[config.mk]
export PLATFORM = sky130hd
export DESIGN_NAME = instruction_fetch
export DESIGN_NICKNAME = d
export VERILOG_FILES = /design/src/rtl/instruction_fetch.sv
export SDC_FILE = /design/constraint.sdc
export NUM_CORES = 1
export LEC_CHECK = 0
export ABC_AREA = 1
export CORE_UTILIZATION = 47
export CTS_CLUSTER_DIAMETER = 200
export DETAILED_ROUTE_END_ITERATION = 10
export PLACE_DENSITY = 0.85
export SYNTH_ARGS = -nofsm -noshare
export SYNTH_HDL_FRONTEND = slang
export SYNTH_SLANG_ARGS = --single-unit
[constraint.sdc]
create_clock -name clk -period 3.6 [get_ports clk]
set_input_delay 0.54 -clock clk [delete_from_list [all_inputs] [get_ports clk]]
set_output_delay 0.54 -clock clk [all_outputs]
set_load 0.005 [all_outputs]
[src/rtl/instruction_fetch.sv]
// instruction_fetch: program counter sequencer that fetches one instruction at a time and issues it to the decoder
//   clk, reset          : clock and synchronous active-high reset
//   imem_addr, imem_req : fetch address (= PC) and request, held until imem_ack
//   imem_ack, imem_rdata: memory response, data valid with ack
//   COMMAND, cmd_valid  : instruction register and its valid flag
//   cmd_ready           : execute side accepts COMMAND
//   PC_load, branch_target : taken-branch redirect, sampled only on accept
//   pc_out              : address of the instruction in COMMAND
//   halted              : HLT accepted, fetching stopped until reset
//   instr_count         : accepted instruction count, wraps
module instruction_fetch #(
   parameter int ADDR_W = 16,
   parameter logic [ADDR_W-1:0] RESET_PC = '0
) (
   input  logic              clk,
   input  logic              reset,
   output logic [ADDR_W-1:0] imem_addr,
   output logic              imem_req,
   input  logic              imem_ack,
   input  logic [15:0]       imem_rdata,
   output logic [15:0]       COMMAND,
   output logic              cmd_valid,
   input  logic              cmd_ready,
   input  logic              PC_load,
   input  logic [ADDR_W-1:0] branch_target,
   output logic [ADDR_W-1:0] pc_out,
   output logic              halted,
   output logic [15:0]       instr_count
);
   typedef enum logic [1:0] {BOOT, FETCH, ISSUE, HALT} state_t;
   state_t state, state_nx;
   logic [ADDR_W-1:0] pc, pc_nx;
   logic [15:0] ir, ir_nx, cnt, cnt_nx;
   logic is_hlt;
   assign is_hlt = ir[15:14] == 2'b11 && ir[7:4] == 4'b1111;
   always_ff @(posedge clk)
      if (reset) begin
         state <= BOOT;
         pc <= RESET_PC;
         ir <= '0;
         cnt <= '0;
      end else begin
         state <= state_nx;
         pc <= pc_nx;
         ir <= ir_nx;
         cnt <= cnt_nx;
      end
   always_comb begin
      state_nx = state;
      pc_nx = pc;
      ir_nx = ir;
      cnt_nx = cnt;
      case (state)
         BOOT: state_nx = FETCH;
         FETCH: if (imem_ack) begin
            ir_nx = imem_rdata;
            state_nx = ISSUE;
         end
         ISSUE: if (cmd_ready) begin
            cnt_nx = cnt + 16'd1;
            state_nx = is_hlt ? HALT : FETCH;
            // HLT keeps its own address so pc_out still names it while halted
            pc_nx = is_hlt ? pc : PC_load ? branch_target : pc + ADDR_W'(1);
         end
         default: ;
      endcase
   end
   assign imem_addr = pc;
   assign imem_req = state == FETCH;
   assign COMMAND = ir;
   assign cmd_valid = state == ISSUE;
   assign pc_out = pc;
   assign halted = state == HALT;
   assign instr_count = cnt;
endmodule

-- Word level (Yosys, flattened, before mapping)
Cells that the tools add are included.
- shift operators: 0
- equality and inequality tests: 7
- $lt $le $gt $ge: 0
- multiply operators: 0
- reduce and logical (&&, ||, !) cells: 7
- divide/modulo/power cells: 0
- muxes and demuxes: 5
- bitwise logic cells: 1
- add/subtract/negate cells: 2
- operators by type and width (cell ; number):
    16-bit by 1-bit adder with 16-bit output (second input constant) ; 2
    16-bit 2-to-1 mux ; 1
    2-bit equality test (second input constant) ; 3
    2-bit 2-to-1 mux ; 3
    2-bit one-hot mux with 3 select lines ; 1
    3-bit AND reduction ; 2
    4-bit equality test (second input constant) ; 1
    2-bit by 1-bit inequality test with 1-bit output (second input constant) ; 2
    2-bit AND reduction ; 2
    3-bit nonzero test ; 1
    2-bit by 1-bit equality test with 1-bit output (second input constant) ; 1
    2-bit zero test ; 1
    1-bit logical AND ; 1
    1-bit inverter ; 1
- memories kept: 0
- word-level logic and storage cells: 26
- register bits: 50
- memory bits (writable): 0
- bits in latches: 0
- memory bits (read-only): 0
- output and inout port bits: 67

-- Depth between registers and ports, before layout
- depth after elaboration: 5
- gate-level depth with buffers: 11
- mapped depth without buffers: 11

-- Worst setup path before layout
Ideal clock, no wire load.
- kind: reg-to-reg
- from: register state[0]
- to: register cnt[14], in the netlist instr_count[14]
- path buffers: 0
- stages on the path, launching flop included: 12
- path slack: 2138 ps
- arrival time: 1348 ps
- path through: dfxtp_1 -> inv_1 -> ha_1 -> nand2_2 -> nor2_4 -> nand2_2 -> nor2_4 -> nand2_4 -> nor2_8 -> nand2_1 -> nand2_1 -> a21oi_2
- cells in the longest elaborated chain, start to end: 2
- ends and longest elaborated chain (what ; line ; text):
    start: declaration ; 31 ; state_t state, state_nx;
    start signal: assignment ; 43 ; state <= state_nx;
    2-bit equality test ; - ;
    via cmd_valid ; 22 ; output logic cmd_valid,
    2-bit AND reduction (no line) ; - ;
    end signal: assignment ; 46 ; cnt <= cnt_nx;
    end: declaration ; 33 ; logic [15:0] ir, ir_nx, cnt, cnt_nx;
The timed path passes the listed nets, and every way through them passes these cells.
A chain may end at the register's enable or synchronous reset.

-- Final worst setup path
- from: input port cmd_ready
- to: register pc[10], in the netlist imem_addr[10]
- cells in the longest elaborated chain, start to end: 1
- ends and longest elaborated chain (what ; line ; text):
    start: declaration ; 23 ; input logic cmd_ready,
    3-bit AND reduction (no line) ; - ;
    end signal: assignment ; 44 ; pc <= pc_nx;
    end: declaration ; 32 ; logic [ADDR_W-1:0] pc, pc_nx;
No other way between the ends.

==> flow_summary.toml <==
[outcome]
outcome = "complete, no violations"

[critical_path]
timing.rr.start = "state[0]"
cp_common_cell = "nand2_1"
crit_cells = 8
rr_worst_depth = 8
critPathBufInv = 3
crit_family = "buffers and inverters"
critPathLaunchType = "primary input"
critPathMaxStageDelay_ns = 0.49
critical_path_class = "primary input to register"
worstPathCellList = "clkdlybuf4s50_1, nand2_2, inv_2, nand2_1, inv_1, nand2_1, a21oi_1, nor2_1"
crit_fanout = 20
r2r_end = "imem_addr[1]"
end_kind = "register"
worst_path_max_delay_cell = "clkdlybuf4s50_1"
critPathArrivalTime_ns = 2.41
required_ns = 3.81
r2r_setup_slack_ns = 1.41

[run]
drv_cap = 0

[pwr]
peakVddDrop_mv = 0.3301
clkPwrFrac_pct = 24.6
net-switching-power_uw = 498.4
pwr-share-comb_pct = 31.9
p_sw_share_pct = 30.74
p_int_mw = 1.123
total_power_mw = 1.621
power.leakage_nw = 1.431
p_seq_share_pct = 43.5
power.density_nw_per_um2 = 433.5

[finish]
finish.utilization_pct = 67.92
final.fill_count = 468
drive_gt1_share_pct = 5.383
area_delta_synth_final_pct = 39.28
final_common_cell = "clkdlybuf4s50_1"
diodes = 0
layout.nets = 524
mostFrequentLayoutCells = "clkdlybuf4s50_1 (103), nor2_1 (84), nand2_1 (80)"

[sta]
clock_skew_ns = 0.008648
setup_tns_ns = 0
slew_headroom_pct = 46.25
max_freq_mhz = 454.0
fin_crit_sh_pct = 61.18
tightest_slew_ns = 0.8054
slew_viol_final = 0
finalSetupViolCount = 0
grt_setup_unrepaired = "false"
hold_viol_final = 0
min_period_ns = 2.203

[global_routing]
antenna_found_initial = 0
grt_pass1_wl_um = 11610
gr-total-overflow = 0
track_usage_pct = 23.97
grt_max_degree = 33
grt_pass1_vias = 2669

[clock_network]
clock-root-buffer = "clkbuf_8"
clk_pin_slew_ns = 0.09
hold_buffers = 0
ctsResizeCount = 0
cts_buffer_depth = 2
numClockSinks = 50
h-tree-depth = 2
clock_latency_ns = 0.31
cts_buffers = 5
cts_setup_buffers = 0
cts_tree = "done"

[yosys]
netlist_area_um2 = 2685
yosys_register_bits = 50
netlist.area_leader.share_pct = 37.28
synth_area_leaders = "dfxtp_1 (37%), nor2_1 (12%), nand2_1 (11%)"
yosysWarnings = 0
synth_top_area_cell = "dfxtp_1"
ys_async_sr_fraction_pct = 0
synth_cells = 399
seq_area_frac_synth_pct = 37.28
synth_cell_types = 37
synth_ff_type = "dfxtp_1"
avgSynthCellArea_um2 = 6.730
synth-edff-count = 0
syn_nets = 441

[die]
chipHeight_um = 77.59
io_pins = 104
dieArea_um2 = 6019
die_x_um = 77.59
rows = 27
core-area_um2 = 5507
start_util_pct = 48.76

[worst_hold_path]
hold_class = "register to register"
min_path_cells = 2
hold_path_end = "instr_count[14]"
min_from = "instr_count[14]"

[drt]
drt-initial-drc-count = 215
routed_via_density = 5.133
ant_nets = 0
wl_per_cell_um = 12.55
vias = 2849
routed_wl_um = 6964
drt_first_pass_iters = 5
drc = 0

[place]
port_buffers = 103
hpwl_um = 5049
gp_congestion = 0.9128
cells in the mapped netlist (2+ instances only):
library cell	number
nor2_1	84
nand2_1	80
dfxtp_1	50
o21ai_0	41
inv_1	31
a21oi_1	25
buf_4	18
nand3_1	16
clkbuf_1	5
ha_1	5
nand4_1	5
buf_2	4
nor3_1	4
nand2_2	3
nor2_4	3
nand3_2	2
nor2_2	2
o31ai_1	2
metrics by stage:
stage | hold WS (ns) | cell area (um^2) | setup WS, ns | instances
6_report | 0.4848 | 3740 | 1.397 | 555
5_1_grt | 0.5053 | 3740 | 1.170 | 555
4_1_cts | 0.4921 | 3740 | 1.421 | 555
3_5_place_dp | 0.4735 | 3631 | 1.101 | 547
3_3_place_gp | 0.4616 | 3631 | 1.193 | 547
2_1_floorplan | 0.4673 | 2685 | 2.138 | 399
how the worst max path moves through the flow:
stage | startpoint | endpoint | slack, ns
2_1_floorplan | state[0] | instr_count[14] | 2.14
3_3_place_gp | cmd_ready | imem_addr[4] | 1.19
3_5_place_dp | cmd_ready | imem_addr[10] | 1.10
4_1_cts | cmd_ready | imem_addr[10] | 1.42
5_1_grt | state[0] | imem_addr[1] | 1.17
6_report | cmd_ready | imem_addr[10] | 1.40
kinds of logic (layout without fill, tap and decap cells):
kind of cell | Yosys count | count (layout) | synth area share, %
AND/OR/NAND/NOR | 206 | 206 | 33.55
adder cells (fa/ha/maj) | 5 | 5 | 2.330
XOR/XNOR | 1 | 1 | 0.3262
flip-flops | 50 | 50 | 37.28
buffers and inverters | 62 | 146 | 11.70
AO/OA/AOI/OAI | 75 | 75 | 14.82
worst reg2reg max path: cells and delay by family (launching register included):
kind	cells	cell delay [ns]
AOI/OAI and AO/OA	2	0.31
adders and majority gates	1	0.23
buffers and inverters	3	0.49
DFF	1	0.39
and+or+nand+nor	2	0.64
state kept, by name, summed over array words and instances (netlist names):
register	flops
instr_count	16
imem_addr	16
COMMAND	16
state	2
area by class of cell:
cell class / instances / area, um^2 / area share [%]
Multi-Input combinational cell: 287 / 1370 / 36.63
Timing Repair Buffer: 105 / 1046 / 27.97
Sequential cell: 50 / 1001 / 26.76
Inverter: 33 / 123.9 / 3.312
Tap cell: 72 / 90.09 / 2.409
Clock buffer: 5 / 68.82 / 1.840
Clock inverter: 3 / 40.04 / 1.071
power groups by stage:
stage / Clock [mW] / Combinational, mW / Sequential, mW
finish: 0.400 / 0.517 / 0.705
global route: 0.429 / 0.580 / 0.718
CTS: 0.407 / 0.523 / 0.704
detailed placement: 0 / 0.518 / 0.716
global placement: 0 / 0.502 / 0.713
floorplan: 0 / 0.263 / 0.712
routing by layer:
layer / vias up / global-route usage, % / part of all wire (%)
met2: 124 / 43.27 / 50
li1: 1430 / - / -
met3: 6 / 7.882 / 10
met5: - / 0 / 0
met4: 0 / 9.057 / 0.78
met1: 1289 / 25.71 / 39
No activity file was read; power rests on OpenSTA's default activity.
